<file path="src/rtl/axis_id_packing_mux_pkg.sv">
// Shared definitions for the AXI-S ID packing mux: TUSER layout and FSM encoding.
// The optional output register stage is AXIS_ID_PACKING_MUX_REG_OUT_EN (see axis_id_packing_mux.sv).
package axis_id_packing_mux_pkg;

    // TUSER = {tid, tkeep}; keep in the LSBs, tid directly above it.
    localparam int TUSER_KEEP_LSB = 0;

    typedef enum logic {
        IDLE   = 1'b0,
        LOCKED = 1'b1
    } state_t;

    function automatic int tuser_tid_lsb(input int data_width);
        return data_width / 8;
    endfunction

    function automatic int tuser_width(input int tid_width, input int data_width);
        return tid_width + data_width / 8;
    endfunction

endpackage

</file>
<file path="src/rtl/axis_id_packing_mux_if.sv">
// Bundle of all stream signals around the ID packing mux: NUM_PORTS input streams plus one merged output.
// Handshake: a beat transfers on a rising edge where tvalid&tready; tvalid never waits on tready, and a
// source holds data/keep/last/user stable from tvalid=1 until the transfer happens.
interface axis_id_packing_mux_if
    import axis_id_packing_mux_pkg::*;
#(
    parameter int NUM_PORTS  = 4,
    parameter int DATA_WIDTH = 8,
    parameter int TID_WIDTH  = 2
);
    localparam int KEEP_WIDTH  = DATA_WIDTH / 8;
    localparam int TUSER_WIDTH = tuser_width(TID_WIDTH, DATA_WIDTH);

    logic [NUM_PORTS*DATA_WIDTH-1:0] s_axis_tdata;
    logic [NUM_PORTS*KEEP_WIDTH-1:0] s_axis_tkeep;
    logic [NUM_PORTS-1:0]            s_axis_tlast;
    logic [NUM_PORTS-1:0]            s_axis_tvalid;
    logic [NUM_PORTS-1:0]            s_axis_tready;
    logic [DATA_WIDTH-1:0]           m_axis_tdata;
    logic                            m_axis_tlast;
    logic                            m_axis_tvalid;
    logic [TUSER_WIDTH-1:0]          m_axis_tuser;
    logic                            m_axis_tready;

    // The mux side: consumes the input streams and drives the merged stream.
    modport master (
        input  s_axis_tdata, s_axis_tkeep, s_axis_tlast, s_axis_tvalid, m_axis_tready,
        output s_axis_tready, m_axis_tdata, m_axis_tlast, m_axis_tvalid, m_axis_tuser
    );

    // The environment side: sources and sink around the mux.
    modport slave (
        output s_axis_tdata, s_axis_tkeep, s_axis_tlast, s_axis_tvalid, m_axis_tready,
        input  s_axis_tready, m_axis_tdata, m_axis_tlast, m_axis_tvalid, m_axis_tuser
    );

endinterface

</file>
<file path="src/rtl/axis_id_packing_mux_skid_buffer.sv">
// Two-entry skid buffer: registered output and registered s_ready, full throughput.
// Used by axis_id_packing_mux only when AXIS_ID_PACKING_MUX_REG_OUT_EN is defined.
module axis_id_packing_mux_skid_buffer #(
    parameter int WIDTH = 8
) (
    input  logic             clk,
    input  logic             rst_n,
    input  logic             s_valid,
    output logic             s_ready,
    input  logic [WIDTH-1:0] s_data,
    output logic             m_valid,
    input  logic             m_ready,
    output logic [WIDTH-1:0] m_data
);
    logic             skid_valid;
    logic [WIDTH-1:0] skid_data;

    // Ready only reflects whether the spare slot is free, so it never depends on m_ready this cycle.
    assign s_ready = ~skid_valid;

    always_ff @(posedge clk) begin
        if (!rst_n) begin
            m_valid    <= 1'b0;
            m_data     <= '0;
            skid_valid <= 1'b0;
            skid_data  <= '0;
        end else if (!m_valid || m_ready) begin
            if (skid_valid) begin
                m_data     <= skid_data;
                m_valid    <= 1'b1;
                skid_valid <= 1'b0;
            end else begin
                m_valid <= s_valid;
                if (s_valid) begin
                    m_data <= s_data;
                end
            end
        end else if (s_valid && s_ready) begin
            skid_data  <= s_data;
            skid_valid <= 1'b1;
        end
    end

endmodule

</file>
<file path="src/rtl/axis_id_packing_mux.sv">
// Frame-level round-robin merge of NUM_PORTS AXI-S inputs; source port travels as TID packed into TUSER.
// Define AXIS_ID_PACKING_MUX_REG_OUT_EN to register the merged output through a skid buffer.
module axis_id_packing_mux
    import axis_id_packing_mux_pkg::*;
#(
    parameter int NUM_PORTS  = 4,
    parameter int DATA_WIDTH = 8,
    parameter int TID_WIDTH  = 2
) (
    input  logic                   aclk,
    input  logic                   aresetn,
    axis_id_packing_mux_if.master  bus,
    output state_t                 dbg_state
);
    localparam int KEEP_WIDTH    = DATA_WIDTH / 8;
    localparam int TUSER_WIDTH   = tuser_width(TID_WIDTH, DATA_WIDTH);
    localparam int TID_LSB       = tuser_tid_lsb(DATA_WIDTH);
    localparam int PAYLOAD_WIDTH = DATA_WIDTH + 1 + TUSER_WIDTH;
    localparam logic [TID_WIDTH-1:0] LAST_PORT = TID_WIDTH'(NUM_PORTS - 1);

    state_t                 state;
    logic [TID_WIDTH-1:0]   grant;
    logic [TID_WIDTH-1:0]   last_grant;
    logic [TID_WIDTH-1:0]   rr_next;
    logic [TID_WIDTH-1:0]   hi_idx;
    logic [TID_WIDTH-1:0]   lo_idx;
    logic                   hi_hit;
    logic                   port_valid;
    logic                   port_last;
    logic [DATA_WIDTH-1:0]  sel_data;
    logic [KEEP_WIDTH-1:0]  sel_keep;
    logic [TUSER_WIDTH-1:0] sel_user;
    logic                   sel_valid;
    logic                   up_ready;
    logic                   beat_acc;

    // Round robin: lowest valid port above last_grant, else lowest valid port overall (wrap).
    always_comb begin
        hi_hit = 1'b0;
        hi_idx = '0;
        lo_idx = '0;
        for (int i = NUM_PORTS - 1; i >= 0; i--) begin
            if (bus.s_axis_tvalid[i]) begin
                lo_idx = TID_WIDTH'(i);
                if (TID_WIDTH'(i) > last_grant) begin
                    hi_hit = 1'b1;
                    hi_idx = TID_WIDTH'(i);
                end
            end
        end
        rr_next = hi_hit ? hi_idx : lo_idx;
    end

    always_comb begin
        port_valid = 1'b0;
        port_last  = 1'b0;
        sel_data   = '0;
        sel_keep   = '0;
        for (int i = 0; i < NUM_PORTS; i++) begin
            if (grant == TID_WIDTH'(i)) begin
                port_valid = bus.s_axis_tvalid[i];
                port_last  = bus.s_axis_tlast[i];
                sel_data   = bus.s_axis_tdata[i*DATA_WIDTH +: DATA_WIDTH];
                sel_keep   = bus.s_axis_tkeep[i*KEEP_WIDTH +: KEEP_WIDTH];
            end
        end
    end

    always_comb begin
        sel_user                                = '0;
        sel_user[TID_LSB +: TID_WIDTH]          = grant;
        sel_user[TUSER_KEEP_LSB +: KEEP_WIDTH]  = sel_keep;
    end

    assign sel_valid = (state == LOCKED) && port_valid;
    assign beat_acc  = sel_valid && up_ready;

    // Only the granted port ever sees ready; everyone else holds its beat.
    always_comb begin
        bus.s_axis_tready = '0;
        for (int i = 0; i < NUM_PORTS; i++) begin
            bus.s_axis_tready[i] = (state == LOCKED) && (grant == TID_WIDTH'(i)) && up_ready;
        end
    end

    always_ff @(posedge aclk) begin
        if (!aresetn) begin
            state      <= IDLE;
            grant      <= '0;
            last_grant <= LAST_PORT;
        end else begin
            case (state)
                IDLE: begin
                    if (|bus.s_axis_tvalid) begin
                        grant <= rr_next;
                        state <= LOCKED;
                    end
                end
                LOCKED: begin
                    if (beat_acc && port_last) begin
                        last_grant <= grant;
                        state      <= IDLE;
                    end
                end
                default: state <= IDLE;
            endcase
        end
    end

    assign dbg_state = state;

`ifdef AXIS_ID_PACKING_MUX_REG_OUT_EN
    logic [PAYLOAD_WIDTH-1:0] out_payload;

    axis_id_packing_mux_skid_buffer #(
        .WIDTH (PAYLOAD_WIDTH)
    ) u_skid (
        .clk     (aclk),
        .rst_n   (aresetn),
        .s_valid (sel_valid),
        .s_ready (up_ready),
        .s_data  ({port_last, sel_user, sel_data}),
        .m_valid (bus.m_axis_tvalid),
        .m_ready (bus.m_axis_tready),
        .m_data  (out_payload)
    );

    assign bus.m_axis_tlast = out_payload[PAYLOAD_WIDTH-1];
    assign bus.m_axis_tuser = out_payload[DATA_WIDTH +: TUSER_WIDTH];
    assign bus.m_axis_tdata = out_payload[DATA_WIDTH-1:0];
`else
    assign up_ready          = bus.m_axis_tready;
    assign bus.m_axis_tvalid = sel_valid;
    assign bus.m_axis_tlast  = port_last;
    assign bus.m_axis_tuser  = sel_user;
    assign bus.m_axis_tdata  = sel_data;
`endif

endmodule
</file>
<file path="src/flat_wrapper.sv">
// flat-port wrapper written by rule: the top's interface ports become plain ports
module axis_id_packing_mux_flat import axis_id_packing_mux_pkg::*;
#(
    parameter int NUM_PORTS  = 4,
    parameter int DATA_WIDTH = 8,
    parameter int TID_WIDTH  = 2
)
  (aclk, aresetn, dbg_state, bus_s_axis_tdata, bus_s_axis_tkeep, bus_s_axis_tlast, bus_s_axis_tvalid, bus_m_axis_tready, bus_s_axis_tready, bus_m_axis_tdata, bus_m_axis_tlast, bus_m_axis_tvalid, bus_m_axis_tuser);
  axis_id_packing_mux_if #(.NUM_PORTS(NUM_PORTS), .DATA_WIDTH(DATA_WIDTH), .TID_WIDTH(TID_WIDTH)) bus_i ();
  input  logic aclk;
  input  logic aresetn;
  output state_t dbg_state;
  input wire logic [$bits(bus_i.s_axis_tdata)-1:0] bus_s_axis_tdata;
  input wire logic [$bits(bus_i.s_axis_tkeep)-1:0] bus_s_axis_tkeep;
  input wire logic [$bits(bus_i.s_axis_tlast)-1:0] bus_s_axis_tlast;
  input wire logic [$bits(bus_i.s_axis_tvalid)-1:0] bus_s_axis_tvalid;
  input wire logic [$bits(bus_i.m_axis_tready)-1:0] bus_m_axis_tready;
  output wire logic [$bits(bus_i.s_axis_tready)-1:0] bus_s_axis_tready;
  output wire logic [$bits(bus_i.m_axis_tdata)-1:0] bus_m_axis_tdata;
  output wire logic [$bits(bus_i.m_axis_tlast)-1:0] bus_m_axis_tlast;
  output wire logic [$bits(bus_i.m_axis_tvalid)-1:0] bus_m_axis_tvalid;
  output wire logic [$bits(bus_i.m_axis_tuser)-1:0] bus_m_axis_tuser;
  assign bus_i.s_axis_tdata = bus_s_axis_tdata;
  assign bus_i.s_axis_tkeep = bus_s_axis_tkeep;
  assign bus_i.s_axis_tlast = bus_s_axis_tlast;
  assign bus_i.s_axis_tvalid = bus_s_axis_tvalid;
  assign bus_i.m_axis_tready = bus_m_axis_tready;
  assign bus_s_axis_tready = bus_i.s_axis_tready;
  assign bus_m_axis_tdata = bus_i.m_axis_tdata;
  assign bus_m_axis_tlast = bus_i.m_axis_tlast;
  assign bus_m_axis_tvalid = bus_i.m_axis_tvalid;
  assign bus_m_axis_tuser = bus_i.m_axis_tuser;
  axis_id_packing_mux #(.NUM_PORTS(NUM_PORTS), .DATA_WIDTH(DATA_WIDTH), .TID_WIDTH(TID_WIDTH)) u_core (.aclk(aclk), .aresetn(aresetn), .bus(bus_i), .dbg_state(dbg_state));
endmodule
</file>
<file path="config.mk">
export PLATFORM = sky130hd
export DESIGN_NAME = axis_id_packing_mux_flat
export DESIGN_NICKNAME = d
export VERILOG_FILES = /design/src/rtl/axis_id_packing_mux_pkg.sv /design/src/rtl/axis_id_packing_mux_if.sv /design/src/rtl/axis_id_packing_mux_skid_buffer.sv /design/src/rtl/axis_id_packing_mux.sv /design/src/flat_wrapper.sv
export SDC_FILE = /design/constraint.sdc
export NUM_CORES = 1
export LEC_CHECK = 0
export CAP_MARGIN = 30
export CORE_AREA = 2 2 50 52
export DETAILED_ROUTE_END_ITERATION = 8
export DIE_AREA = 0 0 52 54
export GPL_ROUTABILITY_DRIVEN = 0
export GPL_TIMING_DRIVEN = 0
export PLACE_DENSITY = 0.77
export SLEW_MARGIN = 20
export SYNTH_ARGS = -nofsm -noshare
export SYNTH_HDL_FRONTEND = slang
export SYNTH_HIERARCHICAL = 1
export SYNTH_SLANG_ARGS = --single-unit
</file>
<file path="constraint.sdc">
create_clock -name aclk -period 1.7 [get_ports aclk]
set_input_delay 0.255 -clock aclk [delete_from_list [all_inputs] [get_ports aclk]]
set_output_delay 0.255 -clock aclk [all_outputs]
set_load 0.02 [all_outputs]
</file>
==> results <==
worst paths after layout:
kind | start | end | slack (ns) | cells past startpoint
hold / removal | u_core/last_grant[1] | u_core/last_grant[1] | 0.58 | 2
hold reg to reg | u_core/last_grant[1] | u_core/last_grant[1] | 0.58 | 2
setup reg to reg | u_core/grant[0] | u_core/last_grant[0] | 0.03 | 5
setup / recovery | u_core/grant[0] | bus_m_axis_tdata[6] | -0.05 | 4
Yosys cell counts, drive strengths merged:
cell type,instances
a21oi,4
nand2b,1
nor2,7
o22ai,2
and2,3
o21bai,1
mux4,10
a21boi,1
mux2i,4
nor3b,1
buf,5
a311o,1
dfxtp,5
o21ai,3
nor3,1
nand3b,1
a211o,1
inv,4
nand3,2
nand2,4
o211ai,1
tightest hold or removal path, cell delays in order, from the launching register on:
cell and delay (ns):
sky130_fd_sc_hd__dfxtp_1 0.35, sky130_fd_sc_hd__inv_1 0.09, sky130_fd_sc_hd__o211ai_1 0.09
power by group through the flow:
stage | Combinational [mW] | Clock (mW) | Sequential (mW)
floorplan | 0.245 | 0 | 0.158
global placement | 0.499 | 0 | 0.149
detailed placement | 0.506 | 0 | 0.151
CTS | 0.534 | 0.139 | 0.150
global route | 0.568 | 0.147 | 0.151
finish | 0.537 | 0.134 | 0.150
through the flow:
stage | setup TNS [ns] | power [mW] | instance area, um^2
after floorplan | 0 | 0.4031 | 606.8
after global placement | -4.805 | 0.6482 | 1285
after detailed placement | -5.071 | 0.6562 | 1285
after CTS | -0.4397 | 0.8229 | 1343
after global routing | -0.7511 | 0.8665 | 1351
final | -0.2635 | 0.8206 | 1351
cell families (layout without fill, tap and decap cells):
logic type,Yosys count,after routing,synth area share (%)
flip-flops,5,5,16.56
buffers and inverters,9,79,7.867
multiplexers,14,14,44.51
AO/OA/AOI/OAI,14,14,14.70
AND/OR/NAND/NOR,20,20,16.36
layer usage:
layer | track usage (%) | part of all wire [%]
met3 | 4.444 | 13
met2 | 30.80 | 50
met1 | 16.47 | 37
met5 | 0 | 0
met4 | 2.632 | 0
area by class of cell:
class                      count  share of cell area (%)
timing repair buffer          67                   48.98
multi-input combinational     48                   34.26
sequential                     5                   7.500
buffer                         4                   3.426
tap                           30                   2.778
clock buffer                   4                   1.944
inverter                       4                   1.111
repair_timing:
action / in CTS / in global routing
setup endpoints to repair: 15 / 13
pin swaps: 1 / 0
gates resized for setup: 74 / 7
setup buffers: 3 / 0
gates cloned: 0 / 0
flip-flops by register name, summed over array words and instances, names as in the netlist:
signal             flops
u_core/last_grant      2
u_core/grant           2
u_core/dbg_state       1
==> impl_summary.md <==
Run status
The flow ran to the end, but the final reports show violations. The final reports fail on setup timing.

Power and ir drop
IR analysis of the VDD net gives a maximum drop of about 0.47 mV. In this run the power density over the cells is between 600 and 700 nW/um^2. Per report_power, the combinational group accounts for between 60% and 70% of the total.

The internal power summed over all cells is between 500 and 600 uW. The analysis attributes to net switching a power of between 200 and 300 uW. The share of total power in the clock network is around 16%.

Sequential cells account for 18.2% of the total power. Net switching is between 30% and 40% of the power. For this design the static power due to leakage is ~0.55 nW.

Setup path
The number of buffers and inverters on the critical path is 3. The signal on the critical path passes through buf_6 > buf_12 > mux4_2 > buf_6. Data arrives at the worst endpoint at approximately 1.5 ns. The data required time of the critical path is about 1.4 ns. The critical-path cell with the highest stage delay is sky130_fd_sc_hd__mux4_2.

The maximum cell stage delay along the critical path is between 0.5 and 0.6 ns. Among the stages of the critical path, the cell type that occurs most often is sky130_fd_sc_hd__buf_6. The category of the worst setup path launch point is a register.

The largest fanout of any net on the critical path is 8. Broken down by cell family, the worst path's largest delay share belongs to multiplexers. STA classifies the critical path endpoint as a primary output.

The class of the most critical setup path is reg2out.

Yosys
Of the post-synthesis cell area, the dominant cell type holds 33.54%. Ranked by total cell area, the synthesized netlist is headed by sky130_fd_sc_hd__mux4_2 (34%), sky130_fd_sc_hd__dfxtp_1 (17%), sky130_fd_sc_hd__mux2i_1 (6.6%). The unique cell type count in the Yosys netlist is 26.

The library cell with the largest summed area after synthesis is sky130_fd_sc_hd__mux4_2. The synthesis warning total is 6. The mean instance size in the synthesized netlist is 9.747 um^2. The number of flip-flops and latches in the synthesized netlist is 5.

After synthesis, flip-flops and latches occupy around 17% of the total area. In this run the cell area of the synthesized design comes to 604.3 um^2. The synthesized netlist cell count is 62.

The number of nets in the synthesized netlist is 109.

Min path
The tightest min-delay check is of the reg2reg type.

Cells and area
The number of antenna diodes in the final layout is 0. The share of post-route cells with drive strength above 1 is between 20% and 30%. The post-route core utilization is 58.25%. The library cells used most frequently in the layout, excluding fill and tap cells, are sky130_fd_sc_hd__clkdlybuf4s50_1 (46), sky130_fd_sc_hd__buf_6 (11), sky130_fd_sc_hd__mux4_2 (9), sky130_fd_sc_hd__nor2_1 (7), sky130_fd_sc_hd__dlygate4sd2_1 (5).

The multi-input combinational cells in the finished layout cover a total of ~460 um^2. The leading cell type in the layout, fill and taps excluded is sky130_fd_sc_hd__clkdlybuf4s50_1. The area occupied by registers is around 100 um^2. The number of cells in the finished layout apart from fillers is roughly 160. The count of filler cells inserted in the layout is between 150 and 200. In the final design database the tool counted 180 nets. The signed area change from the synthesized netlist to the final layout is 123.6%.

STA
The final max-slew violation count was 0. Across all hold checks on the routed design, the worst slack comes to approximately 0.58 ns. The hold violation count in the final report was 0. Setup repair after global routing could not meet its margin everywhere. Setup slack on the critical path of the routed design comes to -0.04876 ns. The final count of negative-setup-slack endpoints is 8. The minimum period implied by the final worst setup slack is between 1.5 and 2 ns. The highest clock frequency the design can meet is ~0.57 GHz. In the finished design, the share of the clock period the worst path needs comes to 102.9%. The clock skew is 0.004154 ns. For the pin with the worst max-slew slack, the measured transition is 0.3175 ns. Headroom to the max-slew limit came out at between 70% and 80%.

Die
The initial utilization of the core area, before any placement, comes to between 20% and 30%. The initialized floorplan defines 18 standard-cell rows. The floorplan step defined a die boundary enclosing about 2800 um^2. The core footprint is roughly 2300 um^2. between 60 and 70 I/O pins were placed. In this run the vertical extent of the chip is about 54 um. The horizontal die dimension is about 52 um.

CTS
CTS placed an instance of sky130_fd_sc_hd__clkbuf_4 at the clock tree root. Clock latency on the worst-skew pair, taken at its later pin, is around 0.24 ns. CTS built an H-tree with a depth of 1.

After clock tree synthesis, the clock-pin slew on the worst setup and hold paths is ~0.04 ns. TritonCTS built the clock tree. The total number of clock tree sinks is 5.

Counting the buffers created by CTS gives 3. The quantity of hold-fixing buffers added after cts is 0. The clock passes through at most 2 buffers.

Global route
The number of global-route vias before repair is 741. In the global route stage, overall resource usage came out at 15.60%. The number of antenna violations at the first check in global routing is 0. The maximum number of pins on one net before global-route repair is 11.

The first global-routing pass estimated 3284 um of wire. Summed over all layers, the global routing overflow is 0.

Place
Detailed placement finished with a half-perimeter wire length of around 2000 um. The placement-stage worst setup slack is -0.5864 ns. After detailed placement, the design holds a cell count of 156. The count of buffers from port buffering is 64.

Detailed routing
The number of detailed-routing iterations run before antenna repair is 4. The routed layout has around 780 vias. The detail-routed via count per cell is 4.796. The per-cell routed wire length is about 15 um.

The number of routed nets with antenna violations is 0. The wire length after detailed routing is about 2400 um. In the routed design, unresolved DRC markers number 0. The violation count after the first detailed-route iteration is 19.

Job
The number of maximum-capacitance violations is 0.
(Power assumes the default switching activity.)
